`src/rtl/gray_conv_sched_if.sv`:
```
// Request/response bundle shared by the Gray-code requesters, the scheduler and the binary consumer.
// A transfer happens on a rising clk edge where valid and ready are both 1; valid never waits on ready.
interface gray_conv_sched_if #(
  parameter int WIDTH = 4,
  parameter int NREQ  = 4
);
  localparam int IDW = $clog2(NREQ);

  logic [NREQ-1:0]       req_valid;
  logic [NREQ*WIDTH-1:0] req_gray;
  logic [NREQ-1:0]       req_ready;
  logic                  rsp_valid;
  logic [WIDTH-1:0]      rsp_bin;
  logic [IDW-1:0]        rsp_id;
  logic                  rsp_ready;

  modport master (
    output req_valid, req_gray, rsp_ready,
    input  req_ready, rsp_valid, rsp_bin, rsp_id
  );

  modport slave (
    input  req_valid, req_gray, rsp_ready,
    output req_ready, rsp_valid, rsp_bin, rsp_id
  );
endinterface

```
`src/rtl/gray_conv_sched.sv`:
```
// Round-robin scheduler sharing one Gray-to-binary converter among NREQ requesters,
// with a single registered result stage under valid/ready backpressure.
module gray_conv_sched #(
  parameter int WIDTH = 4,
  parameter int NREQ  = 4
) (
  input  logic                 clk,
  input  logic                 rst,
  gray_conv_sched_if.slave     bus,
  output logic [15:0]          grant_cnt,
  output logic                 dbg_full
);
  localparam int IDW = $clog2(NREQ);

  typedef enum logic {EMPTY = 1'b0, FULL = 1'b1} state_t;

  state_t           state_q, state_d;
  logic [IDW-1:0]   ptr_q;
  logic [WIDTH-1:0] bin_q;
  logic [IDW-1:0]   id_q;
  logic [15:0]      cnt_q;

  logic             win_found;
  logic [IDW-1:0]   win_idx;
  logic             can_accept;
  logic             accept;
  logic [WIDTH-1:0] win_gray;
  logic [WIDTH-1:0] win_bin;
  logic [NREQ-1:0]  ready_vec;
  int               scan;

  // Scan from the pointer with wrap; the first valid requester wins.
  always_comb begin
    win_found = 1'b0;
    win_idx   = '0;
    scan      = 0;
    for (int k = 0; k < NREQ; k++) begin
      scan = int'(ptr_q) + k;
      if (scan >= NREQ) scan = scan - NREQ;
      if (!win_found && bus.req_valid[scan]) begin
        win_found = 1'b1;
        win_idx   = IDW'(scan);
      end
    end
  end

  // A full stage being drained this cycle still takes a new request.
  assign can_accept = (state_q == EMPTY) || bus.rsp_ready;
  assign accept     = !rst && win_found && can_accept;

  always_comb begin
    ready_vec = '0;
    if (accept) ready_vec[win_idx] = 1'b1;
  end

  always_comb begin
    win_gray = bus.req_gray[int'(win_idx)*WIDTH +: WIDTH];
    win_bin  = '0;
    win_bin[WIDTH-1] = win_gray[WIDTH-1];
    for (int i = WIDTH-2; i >= 0; i--) begin
      win_bin[i] = win_bin[i+1] ^ win_gray[i];
    end
  end

  always_comb begin
    state_d = state_q;
    if (accept)                                  state_d = FULL;
    else if (state_q == FULL && bus.rsp_ready)   state_d = EMPTY;
  end

  always_ff @(posedge clk) begin
    if (rst) begin
      state_q <= EMPTY;
      ptr_q   <= '0;
      bin_q   <= '0;
      id_q    <= '0;
      cnt_q   <= '0;
    end else begin
      state_q <= state_d;
      if (accept) begin
        bin_q <= win_bin;
        id_q  <= win_idx;
        ptr_q <= (win_idx == IDW'(NREQ-1)) ? '0 : win_idx + IDW'(1);
        cnt_q <= cnt_q + 16'd1;
      end
    end
  end

  assign bus.req_ready = ready_vec;
  assign bus.rsp_valid = (state_q == FULL);
  assign bus.rsp_bin   = bin_q;
  assign bus.rsp_id    = id_q;
  assign grant_cnt     = cnt_q;
  assign dbg_full      = (state_q == FULL);
endmodule

```
`src/flat_wrapper.sv`:
```
// flat-port wrapper written by rule: the top's interface ports become plain ports
module gray_conv_sched_flat 
#(
  parameter int WIDTH = 4,
  parameter int NREQ  = 4
)
  (clk, rst, grant_cnt, dbg_full, bus_req_valid, bus_req_gray, bus_rsp_ready, bus_req_ready, bus_rsp_valid, bus_rsp_bin, bus_rsp_id);
  gray_conv_sched_if #(.WIDTH(WIDTH), .NREQ(NREQ)) bus_i ();
  input  logic clk;
  input  logic rst;
  output logic [15:0] grant_cnt;
  output logic dbg_full;
  input wire logic [$bits(bus_i.req_valid)-1:0] bus_req_valid;
  input wire logic [$bits(bus_i.req_gray)-1:0] bus_req_gray;
  input wire logic [$bits(bus_i.rsp_ready)-1:0] bus_rsp_ready;
  output wire logic [$bits(bus_i.req_ready)-1:0] bus_req_ready;
  output wire logic [$bits(bus_i.rsp_valid)-1:0] bus_rsp_valid;
  output wire logic [$bits(bus_i.rsp_bin)-1:0] bus_rsp_bin;
  output wire logic [$bits(bus_i.rsp_id)-1:0] bus_rsp_id;
  assign bus_i.req_valid = bus_req_valid;
  assign bus_i.req_gray = bus_req_gray;
  assign bus_i.rsp_ready = bus_rsp_ready;
  assign bus_req_ready = bus_i.req_ready;
  assign bus_rsp_valid = bus_i.rsp_valid;
  assign bus_rsp_bin = bus_i.rsp_bin;
  assign bus_rsp_id = bus_i.rsp_id;
  gray_conv_sched #(.WIDTH(WIDTH), .NREQ(NREQ)) u_core (.clk(clk), .rst(rst), .bus(bus_i), .grant_cnt(grant_cnt), .dbg_full(dbg_full));
endmodule
```
`config.mk`:
```
export PLATFORM = sky130hd
export DESIGN_NAME = gray_conv_sched_flat
export DESIGN_NICKNAME = d
export VERILOG_FILES = /design/src/rtl/gray_conv_sched_if.sv /design/src/rtl/gray_conv_sched.sv /design/src/flat_wrapper.sv
export SDC_FILE = /design/constraint.sdc
export NUM_CORES = 1
export LEC_CHECK = 0
export CAP_MARGIN = 40
export CORE_MARGIN = 3
export CORE_UTILIZATION = 43
export DETAILED_ROUTE_END_ITERATION = 8
export GPL_ROUTABILITY_DRIVEN = 0
export GPL_TIMING_DRIVEN = 0
export PLACE_DENSITY = 0.86
export REMOVE_ABC_BUFFERS = 1
export SYNTH_ARGS = -nofsm -noshare
export SYNTH_HDL_FRONTEND = slang
export SYNTH_SLANG_ARGS = --single-unit
```
`constraint.sdc`:
```
create_clock -name clk -period 2.45 [get_ports clk]
set_input_delay 0.245 -clock clk [delete_from_list [all_inputs] [get_ports clk]]
set_output_delay 0.245 -clock clk [all_outputs]
set_load 0.03 [all_outputs]
```
After elaboration in Yosys (flattened, before gate mapping)
Cells that the tools add are included.
{"block": "totals", "regBits": 25, "out_inout_bits": 28, "wordCells": 73}
{"block": "classes", "addsub": 9, "order_cmp": 10, "eq_ne": 1, "n_shift": 1, "n_mux": 30, "bitwise_logic": 4, "n_reduce_logical": 13}
{"operator": "< comparator 32 x 4 -> 1 bit (second input constant)", "n": 4}
{"operator": "two-way mux 32 bit", "n": 4}
{"operator": "greater-or-equal comparator 32 x 4 -> 1 bit (second input constant)", "n": 3}
{"operator": "subtractor 32 x 4 -> 32 bit (second input constant)", "n": 3}
{"operator": "adder 16 x 1 -> 16 bit (second input constant)", "n": 1}
{"operator": "variable part select 16 x 5 -> 4 bit", "n": 1}
{"operator": "two-way mux 1 bit", "n": 15}
{"operator": "two-way mux 2 bit", "n": 5}
{"operator": "binary-select mux 1 bit (select 2 bit)", "n": 4}
{"operator": "logical AND 1 bit", "n": 7}
{"operator": "adder 2 x 2 -> 3 bit (second input constant)", "n": 2}
{"operator": "zero test 1 bit", "n": 4}
{"operator": "two-way mux 4 bit", "n": 1}
{"operator": "subtractor 2 x 3 -> 4 bit (second input constant)", "n": 1}
{"operator": "adder 2 x 1 -> 3 bit (second input constant)", "n": 1}
{"operator": "greater-or-equal comparator 2 x 3 -> 1 bit (second input constant)", "n": 1}
{"operator": "< comparator 2 x 3 -> 1 bit (second input constant)", "n": 1}
{"operator": "bitwise XOR 1 bit", "n": 3}
{"operator": "adder 2 x 1 -> 2 bit (second input constant)", "n": 1}
{"operator": "demux 1 bit (select 2 bit)", "n": 1}
{"operator": "equality test 2 bit (second input constant)", "n": 1}
{"operator": "greater-or-equal comparator 2 x 1 -> 1 bit (second input constant)", "n": 1}
{"operator": "nonzero test 2 bit", "n": 1}
{"operator": "logical OR 1 bit", "n": 1}
{"operator": "inverter 1 bit", "n": 1}

Depth between registers and ports, before layout
Gate-level depths: netlist of the first run.
{"block": "logic_depth", "ltp_word": 20, "mapped_depth": 9, "ltp_nobuf": 8}

Least setup slack after synthesis of the first run
No wires, ideal clock.
{"block": "synth_timing", "kind": "flip-flop to flip-flop", "from": "register u_core.cnt_q[6] (netlist: u_core.grant_cnt[6])", "to": "register u_core.cnt_q[15] (netlist: u_core.grant_cnt[15])", "setup_time_ns": 0.128, "arrival_ns": 1.810, "path_slack_ns": 0.512, "stages_incl_launch_ff": 7, "n_path_buf": 0, "synth_period_minus_slack_ns": 1.938, "cell_sequence": "dfxtp_1 -> and3_1 -> and3_1 -> nand4_1 -> or4_1 -> xor2_1 -> nor2_1"}
{"block": "synth_via", "elab_chain_len": 1}
{"item": "from (decl)", "line_no": "gray_conv_sched.sv:21", "text": "logic [15:0] cnt_q;"}
{"item": "from (signal assigned)", "line_no": "gray_conv_sched.sv:84", "text": "cnt_q <= cnt_q + 16'd1;"}
{"item": "adder 16 x 1 -> 16 bit", "line_no": "gray_conv_sched.sv:84"}
No other way between the ends.
A chain may end at the register's enable or synchronous reset.

Final worst setup path of the first run
{"block": "layout_timing", "from": "register u_core.ptr_q[1]", "to": "output bus_req_ready[2]"}
{"block": "layout_via", "elab_chain_len": 20, "elab_cells_between_ends": 49}
{"item": "from (decl)", "line_no": "gray_conv_sched.sv:18", "text": "logic [IDW-1:0] ptr_q;"}
{"item": "from (signal assigned)", "line_no": "gray_conv_sched.sv:83", "text": "ptr_q <= (win_idx == IDW'(NREQ-1)) ? '0 : win_idx + IDW'(1);"}
{"item": "parallel branches: the longest is 14 deep, another holds subtractor 32 x 4 -> 32 bit"}
{"item": "two-way mux 2 bit *", "line_no": "gray_conv_sched.sv:40", "text": "if (!win_found && bus.req_valid[scan]) begin"}
{"item": "net u_core.win_idx[0]", "line_no": "gray_conv_sched.sv:24", "text": "logic [IDW-1:0] win_idx;"}
{"item": "< comparator 2 x 3 -> 1 bit (implied by the code) / greater-or-equal comparator 2 x 1 -> 1 bit (equally long branches)", "line_no": "gray_conv_sched.sv:53", "text": "if (accept) ready_vec[win_idx] = 1'b1;"}
{"item": "logical AND 1 bit (implied by the code)", "line_no": "gray_conv_sched.sv:53"}
{"item": "two-way mux 1 bit (implied by the code)", "line_no": "gray_conv_sched.sv:53"}
{"item": "demux 1 bit (select 2 bit) *"}
{"item": "two-way mux 4 bit *", "line_no": "gray_conv_sched.sv:53"}
{"item": "to (decl)", "line_no": "flat_wrapper.sv:16", "text": "output wire logic [$bits(bus_i.req_ready)-1:0] bus_req_ready;"}
Mark *: on every way through the listed nets, which the timed path passes. The select of a mux whose other input is x is not followed.

==> summary.md, run 1 <==
| Metric | Value |
|---|---|
| GRT Max-Usage Layer | met2 |
| Period utilization | 95.7% |
| CP Launch Type | register |
| Core ar. | 2880 um^2 |
| RSZ-0062 raised after global routing | no |
| Yosys Warn Count | 0 |
| Worst-skew pair later-pin latency | 320 ps |
| Vias in the first global route | 1,223 |
| Drt pass-1 iters | 4 |
| Buffers on Ports | 50 |
| Fmax | 426 MHz |
| Reg power frac | 44.0% |
| GRT Total Usage | 18.3% |
| Post-synth top area cell | dfxtp_1 |
| VDD IR max | around 0.34 mV |
| Wirelength per Cell | 13.3 um |
| Int Pwr | 0.704 mW |
| Final antenna-violating net count | 0 |
| Worst Tran Pin Value | 641 ps |
| Sw Ratio | 35.5% |
| Met2 usage | 34.5% |
| Final Cell Area | 1900 um^2 |
| Mapped cell area | 1350 um^2 |
| Outcome | complete, no violations |
| Cells after synthesis | between 150 and 200 |
| Dpl hpwl | 2560 um |
| Syn-to-layout area delta | 40.7% |
| # rows | 19 |
| Final setup margin | 105 ps |
| Synth area leaders | dfxtp_1 37%, mux2i_1 7.4%, xor2_1 6.5% |
| Initial core utilization | a little under half |
| Initial antenna violation count | 0 |
| Vias/cell | 5.15 |
| Final setup fails | 0 |
| Met3 Use GR | 2.27% |
| Pins Over Slew Limit | 0 |
| Final min period | 2340 ps |
| Pwr dens | approximately 570 nW/um^2 |
| Met1 usage | roughly a fifth |
| Register area share after synthesis | 37.1% |
| Static leakage | between 0.7 and 0.8 nW |
| EDFF count, synth | 0 |
| Asr flop ratio synth | 0% |
| Hold WS | ~430 ps |
| Synth Area per Inst | 8.71 um^2 |
| Chip height | between 60 and 70 um |
| Setup tns final | 0 ps |
| Final Core Density | 66.0% |
| Setup Slack @ Placement | -254 ps |
| WL final | 3270 um |
| Sw power | 0.388 mW |
| Total setup buffers inserted after CTS | 0 |
| Most used flip-flop cell after synthesis | dfxtp_1 |
| Critical path arrival | 2100 ps |
| Max Cap Viol | 0 |
| Critical Path End Type | primary output |
| Post-DP Area | 1880 um^2 |
| Ant diodes | 0 |
| Clk root buf | clkbuf_4 |
| Largest net degree at the start of global routing | 19 |
| Register bit count reported by yosys | 25 |
| Via Count | approximately 1.3k |
| Io pins | 51 |
| Final hold viol count | 0 |
| Synth cell types | 32 |
| DRT iter0 DRCs | 56 |
| WS Path Type | reg2out |
| GRT overflow | 0 |
| Share of cells above drive strength 1 | 8.33% |
| CTS tree | built |
| H-tree level count | 1 |
| Cell count after placement | roughly 240 |
| Clock slew at reported path FFs | 130 ps |
| Flop2flop setup slack | 350 ps |
| Yosys top cell area share | 37.1% |
| CTS sink cnt | 25 |
| Maximum buffer depth of the clock tree | 2 |
| Clk pwr share | between 10% and 20% |
| Layout Cells excl Fill | 246 |
| Final setup skew | 3.34 ps |
| Total Nets Final | between 200 and 250 |
| Die area | around 3800 um^2 |
| Total Power | 1.09 mW |
| Worst Path Max Fanout | 11 |
| Comb power frac | 39.0% |
| Residual DRC | 0 |
| Cts bufs inserted | 3 |
| Global-route wire length before repair | 5210 um |
| Worst EP required | between 2000 and 2500 ps |
| Die X | about 62 um |
| Slew headroom | 57.2% |
| Hold Path Class | in2reg |
-- cell usage after synthesis, types with 4 or more instances --
cell / n
clkbuf_1: 4
nand4_1: 5
o21ai_1: 9
ha_1: 5
and3_1: 6
nand2_1: 15
mux2i_1: 10
dfxtp_1: 25
xnor2_1: 5
xor2_1: 10
a21oi_1: 7
nand3_1: 9
nor2_1: 17
-- power by group through the flow --
stage | combinational, mW | clock, mW | sequential, mW
after global placement | 0.421 | 0 | 0.485
after detailed placement | 0.436 | 0 | 0.485
after global routing | 0.458 | 0.207 | 0.486
after floorplan | 0.209 | 0 | 0.550
after CTS | 0.432 | 0.189 | 0.478
final | 0.426 | 0.185 | 0.480
-- worst max-delay path: stages (launching register included) --
cell and delay, ps:
dfxtp_2 410, mux2i_1 230, o22ai_2 160, nor2_8 240, inv_2 70, ha_1 190, and3_1 130, dlygate4sd2_1 350
-- flip-flops by register name (all words and copies together) (netlist names) --
signal / cells
u_core.bus.rsp_id: 2
u_core.ptr_q: 2
u_core.grant_cnt: 16
u_core.bus.rsp_bin: 4
u_core.bus.rsp_valid: 1
-- layout make-up --
cell class / count / area [um^2]
sequential: 25 / 502
inverter: 7 / 26.3
clock buffer: 3 / 22.5
timing repair buffer: 50 / 490
fill: 247 / 977
multi-input combinational: 118 / 801
tap: 42 / 52.6
clock inverter: 1 / 5.00
-- worst paths after layout --
path,cells past startpoint,start,end
min reg2reg,2,u_core.bus.rsp_bin[3],u_core.bus.rsp_bin[3]
max,7,u_core.ptr_q[1],bus_req_ready[2]
min,2,rst,u_core.grant_cnt[14]
max reg2reg,8,u_core.ptr_q[1],u_core.bus.rsp_bin[1]
-- timing repair --
item	in CTS	in global routing
hold buffers	0	0
setup endpoints to repair	4	7
pin swaps	0	1
resized for setup	4	6
-- routing by layer --
metal	wire (um)	part of all wire, %
met2	1790	55
met3	173	5.3
met4	40	1.2
met1	1260	39
met5	0	0
-- placed cells by master (no fill, tap or decap), types with 2 or more instances in the layout --
cell | Yosys | routed
clkdlybuf4s50_1 | 0 | 45
dfxtp_1 | 25 | 24
nor2_1 | 17 | 17
nand2_1 | 15 | 15
mux2i_1 | 10 | 10
xor2_1 | 10 | 10
o21ai_1 | 9 | 9
nand3_1 | 9 | 9
a21oi_1 | 7 | 7
and3_1 | 6 | 6
xnor2_1 | 5 | 5
nand4_1 | 5 | 5
ha_1 | 5 | 5
inv_1 | 3 | 3
inv_2 | 3 | 3
or3_1 | 3 | 3
clkbuf_4 | 0 | 3
nand2b_1 | 2 | 2
or4_1 | 2 | 2
mux2_2 | 2 | 2
clkbuf_2 | 0 | 2
dlygate4sd2_1 | 0 | 2
-- logic make-up after synthesis --
family,after synthesis,share of synthesized area [%]
simple gates,63,23.5
flops,25,37.1
compound gates,21,9.45
xor+xnor,16,10.9
mux,13,10.8
buf+inv,12,3.61
fa+ha+maj,5,4.63
Note: power is estimated with default switching activity, not from simulation.
==> run 2: changes to the inputs <==
- SKIP_LAST_GASP: unset -> 1
==> run 2 against run 1 <==
- critical path depth is 1 higher
- utilization up 0.17 points
- cell count unchanged
- register-to-register slack is essentially flat
- non-clock buffer count did not move
- setup slack got worse by 37 ps
- first-iteration DRC count unchanged
- largest cell class unchanged
==> summary.md, run 2 (synthesis results as in run 1) <==
| Metric | Value |
|---|---|
| Outcome | complete, no violations (unchanged) |
| Max Cap Viol | 0 (unchanged) |
| WS Path Type | in2out (was reg2out) |
| Core ar. | 2880 um^2 (unchanged) |
| Via Count | 1,268 (unchanged) |
| Crit-path max cell delay | 560 ps (was 410 ps) |
| Final setup skew | 3.34 ps (unchanged) |
| Dpl hpwl | 2560 um (unchanged) |
| DRT iter0 DRCs | 56 (unchanged) |
| Io pins | 51 (unchanged) |
| Crit path cell chain | clkdlybuf4s50_1, a21oi_1, o21ai_1, o2bb2a_1, inv_2, ha_1, and3_1, clkdlybuf4s15_1 (was mux2i_1, o22ai_2, nor2_8, inv_2, ha_1, and3_1, dlygate4sd2_1) |
| Chip height | 62.0 um (unchanged) |
| Wirelength per Cell | 13.3 um (about the same) |
| Die X | 62.0 um (unchanged) |
| Syn-to-layout area delta | 41.1% (was 40.7%) |
| Vias/cell | 5.15 (unchanged) |
| Buffers on Ports | 50 (unchanged) |
| RSZ-0062 raised after global routing | yes (was no) |
| Hold WS | 435 ps (unchanged) |
| Final Core Density | 66.2% (was 66.0%) |
| Post-DP Area | 1880 um^2 (unchanged) |
| Clock slew at reported path FFs | 130 ps (about the same) |
| Final setup fails | 0 (unchanged) |
| Vias in the first global route | 1,223 (unchanged) |
| Worst EP required | 2200 ps (about the same) |
| # rows | 19 (unchanged) |
| Final antenna-violating net count | 0 (unchanged) |
| Worst-skew pair later-pin latency | 320 ps (about the same) |
| Worst Tran Pin Value | 641 ps (unchanged) |
| Hold Crit Start | rst (unchanged) |
| Setup Slack @ Placement | -254 ps (unchanged) |
| Drt pass-1 iters | 4 (unchanged) |
| Initial antenna violation count | 0 (unchanged) |
| Global-route wire length before repair | 5210 um (unchanged) |
| Most frequent cells in the layout | 45 x clkdlybuf4s50_1, 24 x dfxtp_1, 17 x nor2_1 (unchanged) |
| Final Cell Area | 1900 um^2 (about the same) |
| Share of cells above drive strength 1 | 7.84% (was 8.33%) |
| Residual DRC | 0 (unchanged) |
| Ant diodes | 0 (unchanged) |
| Pins Over Slew Limit | 0 (unchanged) |
| Largest net degree at the start of global routing | 19 (unchanged) |
| Total Nets Final | 233 (unchanged) |
| FF-to-FF Start | u_core.ptr_q[1] (unchanged) |
| Die area | 3850 um^2 (unchanged) |
| GRT overflow | 0 (unchanged) |
| CP Launch Type | input pin (was register) |
| Critical path arrival | 2140 ps (was 2100 ps) |
| Clk root buf | clkbuf_4 (unchanged) |
| Setup tns final | 0 ps (unchanged) |
| Final setup margin | 67.7 ps (was 105 ps) |
| Critical Path End Type | primary output (unchanged) |
| Hold Buf Count CTS | 0 (unchanged) |
| Fmax | 420 MHz (was 426 MHz) |
| CP max-delay cell | clkdlybuf4s50_1 (was dfxtp_2) |
| Fillers | 246 (was 247) |
| Slew headroom | 57.2% (unchanged) |
| Final hold viol count | 0 (unchanged) |
| Period utilization | 97.2% (was 95.7%) |
| Crit path buf inv count | 3 (was 2) |
| CTS tree | built (unchanged) |
| GRT Total Usage | 18.3% (unchanged) |
| Total setup buffers inserted after CTS | 0 (unchanged) |
| VDD IR max | 0.341 mV (about the same) |
| Static leakage | 0.751 nW (about the same) |
| Cts bufs inserted | 3 (unchanged) |
| Start point of the critical path | bus_req_valid[0] (was u_core.ptr_q[1]) |
| Worst Path Max Fanout | 7 (was 11) |
| Hold Path Class | in2reg (unchanged) |
| Commonest non-fill, non-tap cell in the layout | clkdlybuf4s50_1 (unchanged) |
| Final min period | 2380 ps (was 2340 ps) |
| H-tree level count | 1 (unchanged) |
| Family with the most delay on the worst path | buffers and inverters (unchanged) |
| WL final | 3270 um (about the same) |
| Max FFs per register | 16 (unchanged) |
| Initial core utilization | 46.9% (unchanged) |
| Pwr dens | 574 nW/um^2 (was 575 nW/um^2) |
| CTS sink cnt | 25 (unchanged) |
| Maximum buffer depth of the clock tree | 2 (unchanged) |
==> run 2: changes by cell type in the layout (fill, tap and decap cells not counted) <==
cell | before | now
clkbuf_2 | 2 | 1
clkdlybuf4s15_1 | 0 | 1
==> run 2: path summary, 6_finish.rpt <==
check / end / cells past startpoint / slack, ps
worst min-delay path: u_core.grant_cnt[14] / 2 / 430
worst min register to register: u_core.bus.rsp_bin[3] / 2 / 490
worst max register to register: u_core.bus.rsp_bin[1] / 8 / 350
worst max-delay path: bus_req_ready[0] / 8 / 70
==> run 2: final cells by class <==
type                       count  area, um^2  area share [%]
clock buffer                   3        22.5            1.18
clock inverter                 1        5.00           0.263
inverter                       7        26.3            1.38
multi-input combinational    118         801            42.0
sequential                    25         502            26.3
tap                           42        52.6            2.76
timing repair buffer          50         495            26.0
==> run 2: repair_timing <==
| item | 4_1_cts | 5_1_grt |
|---|---|---|
| gates resized for setup | 4 | 5 |
| pin swaps | 0 | 1 |
| endpoints found under the setup margin | 4 | 7 |
==> run 2: routing by layer <==
| layer | wire length, um | share of wire [%] | vias up | GRT usage, % |
|---|---|---|---|---|
| met2 | 1790 | 55 | 38 | 34.5 |
| met5 | 0 | 0 | - | 0 |
| met1 | 1260 | 39 | 592 | 20.1 |
| met3 | 173 | 5.3 | 4 | 2.27 |
| li1 | - | - | 634 | - |
| met4 | 40 | 1.2 | 0 | 7.88 |
==> run 2: worst register-to-register path, cell delays in order, from the launching register on <==
cell and delay [ps]:
dfxtp_2 410, mux2i_1 230, o22ai_2 160, nor2_8 240
mux2i_1 350, mux2i_4 130, xor2_2 250, xnor2_1 140
o21ai_1 80
==> run 2: per-stage QoR <==
| step | total power, mW | instances |
|---|---|---|
| after floorplan | 0.759 | 150 |
| after global placement | 0.906 | 242 |
| after detailed placement | 0.921 | 242 |
| after CTS | 1.10 | 246 |
| after global routing | 1.15 | 246 |
| final | 1.09 | 246 |
==> run 2: where the power goes <==
group	total (mW)	internal (mW)	switching, mW	leakage (nW)
Combinational	0.427	0.196	0.231	0.529
Sequential	0.480	0.448	0.0324	0.204
Clock	0.185	0.0613	0.124	0.0177
Total	1.09	0.705	0.388	0.751
